--- src/rtl/race_gear_pkg.sv ---
// race_gear_pkg: types and default geometry shared by the race game video blocks.
package race_gear_pkg;

  // Visible raster and car sprite defaults.
  localparam int H_ACTIVE_DEF = 640;
  localparam int V_ACTIVE_DEF = 480;
  localparam int CAR_W_DEF    = 80;
  localparam int CAR_H_DEF    = 121;

  // Coordinates widened by one bit so that position + sprite size never wraps.
  typedef logic [10:0] coord_t;

  // Collision monitor states.
  typedef enum logic [1:0] {
    ST_ARMED = 2'd0,
    ST_HIT   = 2'd1,
    ST_GRACE = 2'd2,
    ST_OVER  = 2'd3
  } monitor_state_t;

endpackage

--- src/rtl/car_box_hit.sv ---
// car_box_hit: combinational test of whether the scan position lies inside a
// car sprite's rectangle. Bounds are summed at 11 bits so a car parked low on
// the screen cannot wrap its bottom edge back into view.
module car_box_hit
  import race_gear_pkg::*;
#(
  parameter int CAR_W = CAR_W_DEF,
  parameter int CAR_H = CAR_H_DEF
) (
  input  logic [9:0] pos_x,
  input  logic [9:0] pos_y,
  input  logic [9:0] hcount,
  input  logic [9:0] vcount,
  output logic       in_box
);

  localparam coord_t CAR_W_C = coord_t'(CAR_W);
  localparam coord_t CAR_H_C = coord_t'(CAR_H);

  coord_t left_s;
  coord_t right_s;
  coord_t top_s;
  coord_t bottom_s;
  coord_t h_s;
  coord_t v_s;

  assign left_s   = {1'b0, pos_x};
  assign top_s    = {1'b0, pos_y};
  assign right_s  = left_s + CAR_W_C;
  assign bottom_s = top_s + CAR_H_C;
  assign h_s      = {1'b0, hcount};
  assign v_s      = {1'b0, vcount};

  assign in_box = (h_s >= left_s) && (h_s < right_s) &&
                  (v_s >= top_s)  && (v_s < bottom_s);

endmodule

--- src/rtl/collision_monitor.sv ---
// collision_monitor: per-frame enemy/player contact detection, lives, post-hit
// freeze and grace period, and game-over.
// Optional feature: define COLLISION_BBOX_EN to also treat an overlap of the two
// car rectangles at the frame tick as a hit (catches transparent-edge contacts).
module collision_monitor
  import race_gear_pkg::*;
#(
  parameter int H_ACTIVE     = H_ACTIVE_DEF,
  parameter int V_ACTIVE     = V_ACTIVE_DEF,
  parameter int CAR_W        = CAR_W_DEF,
  parameter int CAR_H        = CAR_H_DEF,
  parameter int LIVES        = 3,
  parameter int HIT_FRAMES   = 60,
  parameter int GRACE_FRAMES = 120
) (
  input  logic       clk,
  input  logic       reset,
  input  logic [9:0] hcount,
  input  logic [9:0] vcount,
  input  logic [9:0] enemy_pos_x,
  input  logic [9:0] enemy_pos_y,
  input  logic [2:0] enemy_data,
  input  logic [9:0] player_pos_x,
  input  logic [9:0] player_pos_y,
  input  logic [2:0] player_data,
  input  logic       restart,
  output logic       collision,
  output logic       hit_pulse,
  output logic [1:0] lives,
  output logic       game_over
);

  localparam logic [9:0] H_ACT_C = 10'(H_ACTIVE);
  localparam logic [9:0] V_ACT_C = 10'(V_ACTIVE);
  localparam logic [1:0] LIVES_C = 2'(LIVES);
  localparam logic [7:0] HIT_C   = 8'(HIT_FRAMES);
  localparam logic [7:0] GRACE_C = 8'(GRACE_FRAMES);

  logic           enemy_in_box_s;
  logic           player_in_box_s;
  logic           pixel_hit_s;
  logic           tick_s;
  logic           frame_hit_s;
  logic [9:0]     vcount_r;
  logic           overlap_r;
  monitor_state_t state_r;
  logic [7:0]     frame_cnt_r;
  logic           collision_r;
  logic           hit_pulse_r;
  logic [1:0]     lives_r;
  logic           game_over_r;

  car_box_hit #(.CAR_W(CAR_W), .CAR_H(CAR_H)) u_enemy_box (
    .pos_x  (enemy_pos_x),
    .pos_y  (enemy_pos_y),
    .hcount (hcount),
    .vcount (vcount),
    .in_box (enemy_in_box_s)
  );

  car_box_hit #(.CAR_W(CAR_W), .CAR_H(CAR_H)) u_player_box (
    .pos_x  (player_pos_x),
    .pos_y  (player_pos_y),
    .hcount (hcount),
    .vcount (vcount),
    .in_box (player_in_box_s)
  );

  // Both cars draw an opaque pixel at the same visible location.
  assign pixel_hit_s = (hcount < H_ACT_C) && (vcount < V_ACT_C) &&
                       enemy_in_box_s && player_in_box_s &&
                       (|enemy_data) && (|player_data);

  // First cycle of the vertical blanking line.
  assign tick_s = (vcount == V_ACT_C) && (vcount_r != V_ACT_C);

`ifdef COLLISION_BBOX_EN
  localparam coord_t CAR_W_C = coord_t'(CAR_W);
  localparam coord_t CAR_H_C = coord_t'(CAR_H);
  localparam coord_t H_ACT_W = coord_t'(H_ACTIVE);
  localparam coord_t V_ACT_W = coord_t'(V_ACTIVE);

  coord_t ex_s;
  coord_t ey_s;
  coord_t px_s;
  coord_t py_s;
  logic   bbox_hit_s;

  assign ex_s = {1'b0, enemy_pos_x};
  assign ey_s = {1'b0, enemy_pos_y};
  assign px_s = {1'b0, player_pos_x};
  assign py_s = {1'b0, player_pos_y};

  // Rectangle overlap; both tops on screen keeps the shared extent visible.
  assign bbox_hit_s = (ex_s < H_ACT_W) && (px_s < H_ACT_W) &&
                      (ey_s < V_ACT_W) && (py_s < V_ACT_W) &&
                      (ex_s < (px_s + CAR_W_C)) && (px_s < (ex_s + CAR_W_C)) &&
                      (ey_s < (py_s + CAR_H_C)) && (py_s < (ey_s + CAR_H_C));

  assign frame_hit_s = overlap_r | bbox_hit_s;
`else
  assign frame_hit_s = overlap_r;
`endif

  // Previous scan line, used to find the blanking edge.
  always_ff @(posedge clk or negedge reset) begin
    if (!reset) begin
      vcount_r <= 10'd0;
    end else begin
      vcount_r <= vcount;
    end
  end

  // Sticky per-frame pixel contact flag, emptied at every tick.
  always_ff @(posedge clk or negedge reset) begin
    if (!reset) begin
      overlap_r <= 1'b0;
    end else if (restart || tick_s) begin
      overlap_r <= 1'b0;
    end else if (pixel_hit_s) begin
      overlap_r <= 1'b1;
    end else begin
      overlap_r <= overlap_r;
    end
  end

  // Hit / grace / game-over sequencing with registered outputs.
  always_ff @(posedge clk or negedge reset) begin
    if (!reset) begin
      state_r     <= ST_ARMED;
      lives_r     <= LIVES_C;
      frame_cnt_r <= 8'd0;
      collision_r <= 1'b0;
      hit_pulse_r <= 1'b0;
      game_over_r <= 1'b0;
    end else begin
      hit_pulse_r <= 1'b0;
      if (restart) begin
        state_r     <= ST_ARMED;
        lives_r     <= LIVES_C;
        frame_cnt_r <= 8'd0;
        collision_r <= 1'b0;
        game_over_r <= 1'b0;
      end else if (tick_s) begin
        case (state_r)
          ST_ARMED: begin
            if (frame_hit_s) begin
              hit_pulse_r <= 1'b1;
              collision_r <= 1'b1;
              if (lives_r > 2'd1) begin
                lives_r     <= lives_r - 2'd1;
                frame_cnt_r <= HIT_C;
                state_r     <= ST_HIT;
              end else begin
                lives_r     <= 2'd0;
                game_over_r <= 1'b1;
                state_r     <= ST_OVER;
              end
            end else begin
              state_r <= ST_ARMED;
            end
          end
          ST_HIT: begin
            if (frame_cnt_r <= 8'd1) begin
              frame_cnt_r <= GRACE_C;
              collision_r <= 1'b0;
              state_r     <= ST_GRACE;
            end else begin
              frame_cnt_r <= frame_cnt_r - 8'd1;
            end
          end
          ST_GRACE: begin
            if (frame_cnt_r <= 8'd1) begin
              frame_cnt_r <= 8'd0;
              state_r     <= ST_ARMED;
            end else begin
              frame_cnt_r <= frame_cnt_r - 8'd1;
            end
          end
          ST_OVER: begin
            collision_r <= 1'b1;
            game_over_r <= 1'b1;
          end
          default: begin
            state_r     <= ST_ARMED;
            frame_cnt_r <= 8'd0;
            collision_r <= 1'b0;
            game_over_r <= 1'b0;
          end
        endcase
      end else begin
        state_r <= state_r;
      end
    end
  end

  assign collision = collision_r;
  assign hit_pulse = hit_pulse_r;
  assign lives     = lives_r;
  assign game_over = game_over_r;

endmodule

--- config.mk ---
export PLATFORM = sky130hd
export DESIGN_NAME = collision_monitor
export DESIGN_NICKNAME = d
export VERILOG_FILES = /design/src/rtl/race_gear_pkg.sv /design/src/rtl/car_box_hit.sv /design/src/rtl/collision_monitor.sv
export SDC_FILE = /design/constraint.sdc
export NUM_CORES = 1
export LEC_CHECK = 0
export CORE_MARGIN = 3
export CORE_UTILIZATION = 40
export DETAILED_ROUTE_END_ITERATION = 10
export GPL_ROUTABILITY_DRIVEN = 0
export PLACE_DENSITY = 0.63
export SLEW_MARGIN = 0
export SYNTH_ARGS = -nofsm -noshare
export SYNTH_HDL_FRONTEND = slang
export SYNTH_HIERARCHICAL = 1
export SYNTH_SLANG_ARGS = --single-unit
--- constraint.sdc ---
create_clock -name clk -period 4.7 [get_ports clk]
set_input_delay 0.94 -clock clk [delete_from_list [all_inputs] [get_ports clk]]
set_output_delay 0.94 -clock clk [all_outputs]
set_load 0.01 [all_outputs]
==> impl_metrics.yaml, run 1 <==
run_status:
  status: "complete, no violations"
floorplan:
  rows: 34
  initial_core_util: 0.414
  core_area_sq_mm: 0.00876
  fp.dieW_microns: 101
  dieArea_sq_mm: 0.0102
  ioPinCount: 74
  chipHeight_microns: 101
power:
  power.leakage_nw: 2.17
  power_w: 0.000727
  power-per-cell-area_mw_per_mm2: 160
  worst_ir_drop_vdd_mv: 0.0947
setup_path:
  slowest_delay_ns: 0.46
  timing.setup.critical_path_class: "in2reg"
  cp.arrival_ns: 3.90
  worstPathMaxFanout: 4
  cp_num_buf_inv: 1
  crit_path_frequent_cell: "a21oi_1"
  start_kind: "input pin"
  cp_slowest_cell: "clkdlybuf4s50_1"
  worst_ep_required_time_ns: 4.89
  worstPathCellList: "clkdlybuf4s50_1 > ha_1 > a21oi_1 > a31oi_1 > a21oi_1 > ha_1 > and3_2 > a221o_1 > a31o_1 > a21oi_1 > nor4b_4 > nand2_1 > nor2_1 > a31oi_1 > nor3_1"
  worst_setup_path_end_kind: "register"
  flop_to_flop_setup_slack_ns: 2.51
  critPathTopFamily: "compound AO/OA/AOI/OAI gates"
synthesis:
  synth_sequential_area_ratio: 0.180
  post_synth_num_cell_types: 62
  synth_flop_cell: "dfrtp_1"
  syn-cell-area_sq_mm: 0.00363
  mapped_cells: 434
  synth.yosys.warnings: 6
  synth_fp_nets: 585
  avgSynthCellArea_sq_um: 8.36
  ys_ff_latch: 26
  ys_async_sr_fraction: 1.00
  synth-edff-count: 0
clock_tree:
  clock_sink_count: 26
  cts.hold.buffers_added: 0
  clock_tree.root_cell: "clkbuf_8"
  cts_tree: "done"
  cts_setup_buffers: 0
  h-tree-depth: 1
  cts-root-to-sink-buffers: 2
  ctsResizeCount: 0
  worstSkewPairLatency_ns: 0.27
  cts_buffers: 3
  path_clk_slew_ns: 0.09
timing:
  finalSetupTns_ns: 0
  crit_path_time_final_ns: 3.71
  fin_crit_sh: 0.790
  timing.slew.headroom: 0.550
  max_slew.worst_pin.slew_ns: 0.673
  fin_skew_ns: 0.00517
  final-max-slew-violation-count: 0
  clock.fmax_mhz: 269
  timing.final.setup_violations: 0
  finalHoldViolations: 0
  grt_setup_unrepaired: "false"
detailed_routing:
  dr.first_iter.drc_count: 89
  drc_violations: 0
  wl_met2_microns: 4500
  routed_wl_per_cell_microns: 14.1
  routed_wl_met3_microns: 245
  vias_per_cell: 5.38
  wl_met1_microns: 3820
  drt_wl_total_microns: 8680
  final_antenna_net_count: 0
  firstDrtPassIters: 4
  maxUsedRoutingLayer: "met4"
  dr_total_vias: 3307
global_routing:
  number_of_global_route_vias_before_repair: 3325
  initial_antenna_violation_count: 0
  wire_length_of_the_first_global_routing_pass_microns: 14600
  grt_usage: 0.171
  pin_count_of_the_biggest_net_entering_global_routing: 27
  grt_overflow_total: 0
finish:
  fill_count: 855
  net_count_of_the_finished_layout: 659
  synthToLayoutAreaGrowth_pct: 25.3
  fraction_of_layout_cells_with_a_size_suffix_above_1: 0.0454
  final_core_utilization: 0.519
  antenna_cells: 0
placed_design:
  port_buffer_count: 73
  hpwlAfterDp_microns: 7490
flow_run:
  max_cap_viol_count: 0
hold_path:
  hold_class: "reg2reg"
==> synth_stat cells, types with 2 or more instances <==
cell	n	area share
ha_1	82	0.28
inv_1	56	0.058
nand2_1	32	0.033
a21oi_1	27	0.037
nor2_1	26	0.027
dfrtp_1	24	0.17
o21ai_0	20	0.028
xnor2_1	20	0.048
nor3_1	12	0.017
a21o_1	10	0.021
a31oi_1	10	0.017
nand3_1	6	0.0083
nand3b_1	6	0.012
and3_1	5	0.0086
nand2b_1	5	0.0086
nor2b_1	5	0.0086
o2111ai_1	5	0.012
a211oi_1	4	0.0083
nand4_1	4	0.0069
o211ai_1	4	0.0083
a211o_1	3	0.0072
and4_1	3	0.0072
nor4_1	3	0.0052
o31ai_1	3	0.0062
or4_1	3	0.0062
a221o_1	2	0.0055
a221oi_2	2	0.0083
a31o_1	2	0.0048
and3_2	2	0.0041
clkbuf_1	2	0.0021
dfstp_2	2	0.014
mux2i_1	2	0.0055
nand4b_1	2	0.0048
nor3b_1	2	0.0041
nor4_2	2	0.0069
nor4b_1	2	0.0048
nor4b_4	2	0.013
o211a_1	2	0.0055
o221ai_1	2	0.0048
o311ai_1	2	0.0048
or2_2	2	0.0034
or3_1	2	0.0034
or3b_1	2	0.0048
xor2_1	2	0.0048
==> through the flow <==
stage	cell area [sq um]	hold slack, ns	worst slack, ns	std cells
floorplan	3630	0.462	1.52	434
global placement	4470	0.485	0.814	611
detailed placement	4470	0.496	0.700	611
CTS	4550	0.515	0.980	615
global route	4550	0.534	0.756	615
finish	4550	0.514	0.986	615
==> layer usage <==
| layer | global-route usage | vias to the layer above |
|---|---|---|
| li1 | - | 1732 |
| met2 | 0.324 | 57 |
| met4 | 0.0399 | 0 |
| met5 | 0 | - |
| met3 | 0.0152 | 11 |
| met1 | 0.206 | 1507 |
==> power breakdown <==
group          switching, W  internal, W  total, W
Sequential       0.00000142     0.000229  0.000230
Clock             0.0000739     0.000114  0.000188
Combinational      0.000151     0.000158  0.000309
Total              0.000227     0.000500  0.000727
==> path summary, 6_finish.rpt <==
kind | start | end | cells after the start
max in group asynchronous | reset | lives[0] | 2
min in group asynchronous | reset | frame_cnt_r[0] | 2
min | frame_cnt_r[7] | frame_cnt_r[7] | 1
min reg2reg | frame_cnt_r[7] | frame_cnt_r[7] | 1
max reg2reg | frame_cnt_r[5] | state_r[1] | 5
max | player_pos_y[0] | frame_hit_s | 15
==> cell type report <==
cell class | instances | area (sq um) | area share
clock buffers | 3 | 41.3 | 0.00908
clock inverters | 1 | 30.0 | 0.00661
inverters | 56 | 210 | 0.0462
multi-input cells | 347 | 2740 | 0.602
flip-flops and latches | 26 | 653 | 0.144
well taps | 108 | 135 | 0.0297
repair buffers | 74 | 738 | 0.162
==> flip-flops by register name, indices dropped and copies added (netlist names) <==
signal / flops
lives: 2
frame_cnt_r: 8
frame_hit_s: 1
state_r: 2
vcount_r: 10
hit_pulse: 1
game_over: 1
collision: 1
==> cell families after synthesis <==
group	Yosys count	share of synthesized area
mux	2	0.00552
buf+inv	61	0.0655
simple gates	134	0.214
xor+xnor	22	0.0531
compound gates	107	0.199
fa+ha+maj	82	0.283
flops	26	0.180
==> layout by cell type, fill, tap and decap left out, drive strengths merged, types with 3 or more instances in the layout <==
cell type	count
ha	82
clkdlybuf4s50	73
inv	56
nand2	32
a21oi	27
nor2	27
dfrtp	24
o21ai	21
xnor2	20
nor3	12
a21o	11
a31oi	10
and3	7
nand3b	6
nand3	6
nand2b	5
nor2b	5
o2111ai	5
nor4	5
nand4	4
a211oi	4
o211ai	4
or4	4
nor4b	4
o31ai	3
a211o	3
and4	3
clkbuf	3
o311ai	3
a221oi	3
Power figures use the tool's default switching activity.
==> run 2, diff against run 1 <==
--- a/config.mk
+++ b/config.mk
@@ -9,7 +9,7 @@
 export CORE_UTILIZATION = 40
 export DETAILED_ROUTE_END_ITERATION = 10
 export GPL_ROUTABILITY_DRIVEN = 0
-export PLACE_DENSITY = 0.63
+export PLACE_DENSITY = 0.65
 export SLEW_MARGIN = 0
 export SYNTH_ARGS = -nofsm -noshare
 export SYNTH_HDL_FRONTEND = slang
==> constraint.sdc (replaced) <==
create_clock -name clk -period 3 [get_ports clk]
set_input_delay 0.6 -clock clk [delete_from_list [all_inputs] [get_ports clk]]
set_output_delay 0.6 -clock clk [all_outputs]
set_load 0.01 [all_outputs]
==> impl_metrics.yaml, run 2 (same netlist as run 1, synthesis figures left out) <==
run_status:
  status: "complete, no violations"
global_routing:
  grt_overflow_total: 0
  pin_count_of_the_biggest_net_entering_global_routing: 27
  number_of_global_route_vias_before_repair: 3611
  initial_antenna_violation_count: 0
  grt_usage: 0.182
  wire_length_of_the_first_global_routing_pass_microns: 15700
setup_path:
  worstRegToRegCells: 5
  flop_to_flop_setup_slack_ns: 0.87
  crit-reg2reg-capture: "frame_cnt_r[2]"
  timing.setup.critical_path_class: "in2reg"
  cp.arrival_ns: 3.07
  r2r_start: "frame_cnt_r[5]"
  worst_setup_path_end_kind: "register"
  start_kind: "input pin"
  worstPathMaxFanout: 2
  worst_ep_required_time_ns: 3.20
clock_tree:
  cts_tree: "done"
  worstSkewPairLatency_ns: 0.27
  cts-root-to-sink-buffers: 2
  h-tree-depth: 1
  cts.hold.buffers_added: 0
  clock_sink_count: 26
  clock_tree.root_cell: "clkbuf_8"
  path_clk_slew_ns: 0.09
  cts_buffers: 3
finish:
  net_count_of_the_finished_layout: 717
  synthToLayoutAreaGrowth_pct: 38.4
  layout_commonest_cell: "ha_1"
  fraction_of_layout_cells_with_a_size_suffix_above_1: 0.195
  area_of_combinational_cells_with_multiple_inputs_sq_mm: 0.00285
  regArea_sq_um: 653
  largest_registers: "vcount_r x10, frame_cnt_r x8"
  fin_area_sq_mm: 0.00502
  fill_count: 817
  final_core_utilization: 0.573
  largest-register: "vcount_r"
  final_cell_count_no_fill: 673
  number_of_flip_flops_under_the_largest_register_name: 10
  mostFrequentLayoutCells: "ha_1, buf_4, inv_1"
  antenna_cells: 0
floorplan:
  rows: 34
  ioPinCount: 74
  fp.dieW_microns: 101
  chipHeight_microns: 101
  dieArea_sq_mm: 0.0102
  core_area_sq_mm: 0.00876
  initial_core_util: 0.414
placed_design:
  port_buffer_count: 73
  place.detailed.instances: 665
  dpl_cell_area_sq_mm: 0.00488
  hpwlAfterDp_microns: 7970
timing:
  finalHoldViolations: 0
  fin_crit_sh: 0.956
  timing.final.setup_violations: 0
  final-max-slew-violation-count: 0
  crit_path_time_final_ns: 2.87
  clock.fmax_mhz: 349
  fin_skew_ns: 0.00984
  max_slew.worst_pin.slew_ns: 0.546
  timing.slew.headroom: 0.633
detailed_routing:
  final_antenna_net_count: 0
  drc_violations: 0
  dr_total_vias: 3582
  routed_wl_per_cell_microns: 13.9
  dr.first_iter.drc_count: 84
  vias_per_cell: 5.32
  drt_wl_total_microns: 9350
  firstDrtPassIters: 4
hold_path:
  hold_crit_depth: 2
  whs_endpoint: "game_over"
  hold_path.startpoint: "game_over"
  hold_class: "reg2reg"
power:
  power.leakage_nw: 2.49
  worst_ir_drop_vdd_mv: 0.125
  power-per-cell-area_mw_per_mm2: 224
flow_run:
  max_cap_viol_count: 0
## run 2: cell count changes in the layout (fill, tap and decap cells not counted), sizes merged
cell           previous run  this run
clkdlybuf4s15             0         1
dlygate4sd2               0        10
clkbuf                    3        12
dlymetal6s2s              0         2
clkdlybuf4s50            73        52
buf                       1        59
bufinv                    1         0
## run 2: cell type report
| cell class | instances | area share |
|---|---|---|
| Tap cell | 108 | 0.0269 |
| Timing Repair Buffer | 132 | 0.224 |
| Clock buffer | 4 | 0.00897 |
| Sequential cell | 26 | 0.130 |
| Multi-Input combinational cell | 347 | 0.568 |
| Inverter | 56 | 0.0419 |
## run 2: how the worst max path moves through the flow
stage / start / cells after the start / to
3_5_place_dp: player_pos_y[0] / 15 / frame_hit_s
3_3_place_gp: player_pos_y[0] / 15 / frame_hit_s
4_1_cts: player_pos_x[6] / 13 / frame_hit_s
2_1_floorplan: player_pos_y[0] / 14 / frame_hit_s
6_report: enemy_pos_y[6] / 13 / frame_hit_s
5_1_grt: enemy_pos_x[7] / 13 / frame_hit_s
## run 2: critical path, cell delays in order
cell	delay, ns
dlygate4sd2_1	0.25
nor4_2	0.34
a21oi_1	0.13
ha_1	0.30
and3_4	0.19
a221o_1	0.31
a31o_1	0.24
a21oi_2	0.14
nor4b_4	0.18
nand2_1	0.08
nor2_1	0.09
a31oi_1	0.10
nor3_2	0.11
## run 2: routing by layer
metal	up-vias	global-route usage	part of all wire	routed length (microns)
met5	-	0	0	0
met4	0	0.0419	0.016	152
met3	13	0.0103	0.029	270
met2	62	0.338	0.52	4840
met1	1659	0.228	0.44	4090
li1	1848	-	-	-
## run 2: what timing repair did
item                                    in CTS  in global routing
endpoints found under the setup margin       1                  1
buffers inserted                             4                  0
resized for setup                           40                 27
cloned                                       0                  0
pin swaps                                   29                 12
endpoints found under the hold margin        0                  0
## run 2: stage by stage
stage	power, W	hold slack (ns)	TNS [ns]	setup slack (ns)
3_3_place_gp	0.000885	0.495	-0.455	-0.455
3_5_place_dp	0.000908	0.493	-0.573	-0.573
5_1_grt	0.00122	0.542	-0.0151	-0.0151
4_1_cts	0.00112	0.511	0	0.00565
6_report	0.00113	0.511	0	0.131
2_1_floorplan	0.000655	0.304	0	0.159
## run 2: report_power, final
part / switching (W) / internal (W)
Combinational: 0.000268 / 0.000294
Clock: 0.000108 / 0.0000951
Sequential: 0.00000259 / 0.000358
==> run 3, diff against run 2 <==
--- a/config.mk
+++ b/config.mk
@@ -6,10 +6,10 @@
 export NUM_CORES = 1
 export LEC_CHECK = 0
 export CORE_MARGIN = 3
-export CORE_UTILIZATION = 40
+export CORE_UTILIZATION = 30
 export DETAILED_ROUTE_END_ITERATION = 10
 export GPL_ROUTABILITY_DRIVEN = 0
-export PLACE_DENSITY = 0.65
+export PLACE_DENSITY = 0.51
 export SLEW_MARGIN = 0
 export SYNTH_ARGS = -nofsm -noshare
 export SYNTH_HDL_FRONTEND = slang
==> impl_metrics.yaml, run 3 (same netlist as run 1, synthesis figures left out) <==
run_status:
  status: "complete, no violations"
finish:
  regArea_sq_um: 653
  area_of_combinational_cells_with_multiple_inputs_sq_mm: 0.00284
  fill_count: 1147
  mostFrequentLayoutCells: "ha_1, buf_4, inv_1"
  number_of_flip_flops_under_the_largest_register_name: 10
  largest_registers: "vcount_r x10, frame_cnt_r x8"
  final_cell_count_no_fill: 711
  net_count_of_the_finished_layout: 720
  antenna_cells: 0
  final_core_utilization: 0.441
  synthToLayoutAreaGrowth_pct: 41.2
  layout_commonest_cell: "ha_1"
  largest-register: "vcount_r"
  fraction_of_layout_cells_with_a_size_suffix_above_1: 0.197
timing:
  crit_path_time_final_ns: 2.80
  final-max-slew-violation-count: 0
  timing.final.setup_violations: 0
  fin_crit_sh: 0.935
  fin_skew_ns: 0.00607
  finalHoldViolations: 0
  grt_setup_unrepaired: "false"
  max_slew.worst_pin.slew_ns: 0.572
  timing.slew.headroom: 0.618
  clock.fmax_mhz: 357
floorplan:
  chipHeight_microns: 116
  dieArea_sq_mm: 0.0135
  initial_core_util: 0.312
  ioPinCount: 74
  rows: 39
  core_area_sq_mm: 0.0116
  fp.dieW_microns: 116
setup_path:
  worstPathMaxFanout: 3
  worst_setup_path_end_kind: "register"
  worstSetupStartpoint: "enemy_pos_x[8]"
  worst_ep_required_time_ns: 3.18
  r2r_start: "frame_cnt_r[0]"
  start_kind: "input pin"
  cp.arrival_ns: 2.99
  timing.setup.critical_path_class: "in2reg"
power:
  worst_ir_drop_vdd_mv: 0.147
  power.leakage_nw: 2.53
  power-per-cell-area_mw_per_mm2: 245
global_routing:
  pin_count_of_the_biggest_net_entering_global_routing: 19
  wire_length_of_the_first_global_routing_pass_microns: 16300
  number_of_global_route_vias_before_repair: 3557
  grt_overflow_total: 0
  initial_antenna_violation_count: 0
  grt_usage: 0.144
clock_tree:
  cts_tree: "done"
  clock_sink_count: 26
  cts_buffers: 3
  clock_tree.root_cell: "clkbuf_16"
  h-tree-depth: 1
  path_clk_slew_ns: 0.07
  cts-root-to-sink-buffers: 2
  worstSkewPairLatency_ns: 0.26
  cts.hold.buffers_added: 0
placed_design:
  port_buffer_count: 73
  place.detailed.instances: 704
  hpwlAfterDp_microns: 8380
detailed_routing:
  routed_wl_per_cell_microns: 13.8
  dr_total_vias: 3626
  firstDrtPassIters: 4
  dr.first_iter.drc_count: 105
  drt_wl_total_microns: 9780
  final_antenna_net_count: 0
  vias_per_cell: 5.10
  drc_violations: 0
hold_path:
  hold_path.startpoint: "lives[1]"
  hold_class: "reg2reg"
flow_run:
  max_cap_viol_count: 0
-- run 3: final timing paths --
kind	to	slack, ns	cells after the start
min in group asynchronous	frame_cnt_r[5]	0.70	1
min	lives[1]	0.50	2
min reg2reg	lives[1]	0.50	2
max reg2reg	frame_cnt_r[7]	0.85	6
max	frame_hit_s	0.20	13
max in group asynchronous	collision	1.68	2
-- run 3: where the power goes --
part	leakage [nW]	total [W]	switching (W)	internal, W
logic	2.15	0.000563	0.000267	0.000295
registers	0.332	0.000361	0.00000247	0.000358
clock network	0.0442	0.000333	0.000129	0.000204
total	2.53	0.00126	0.000399	0.000858
-- run 3: repair_timing --
action | 4_1_cts | 5_1_grt
gates resized for setup | 38 | 30
endpoints found under the setup margin | 1 | 1
buffers inserted | 2 | 1
pin swaps | 26 | 23
-- run 3: through the flow --
| step | TNS [ns] | hold WS [ns] | setup WS [ns] | total power, W | area (sq um) |
|---|---|---|---|---|---|
| 2_1_floorplan | 0 | 0.304 | 0.159 | 0.000655 | 3630 |
| 3_3_place_gp | -0.479 | 0.496 | -0.479 | 0.000899 | 4950 |
| 3_5_place_dp | -0.554 | 0.497 | -0.554 | 0.000915 | 4950 |
| 4_1_cts | 0 | 0.508 | 0.0109 | 0.00126 | 5090 |
| 5_1_grt | 0 | 0.520 | 0.00360 | 0.00135 | 5120 |
| 6_report | 0 | 0.502 | 0.195 | 0.00126 | 5120 |
-- run 3: layout make-up --
type	instances	share of cell area
well taps	143	0.0349
clock buffers	4	0.0173
repair buffers	135	0.225
multi-input cells	347	0.554
flip-flops and latches	26	0.128
inverters	56	0.0410
-- run 3: critical path: stages --
cell and delay (ns):
clkdlybuf4s50_1 0.49, inv_2 0.07, nor3_1 0.22, xnor2_1 0.15
ha_1 0.26, a211o_1 0.28, o211ai_1 0.19, a21oi_2 0.07
nor4b_4 0.26, nand2_1 0.09, nor2_1 0.09, a31oi_1 0.08
nor3_1 0.13
-- run 3: per-layer routing --
metal,vias up,global-route usage,routed length (microns)
met5,-,0,0
met4,0,0.0278,104
met3,8,0.00940,237
met2,48,0.269,4990
met1,1707,0.184,4450
li1,1863,-,-
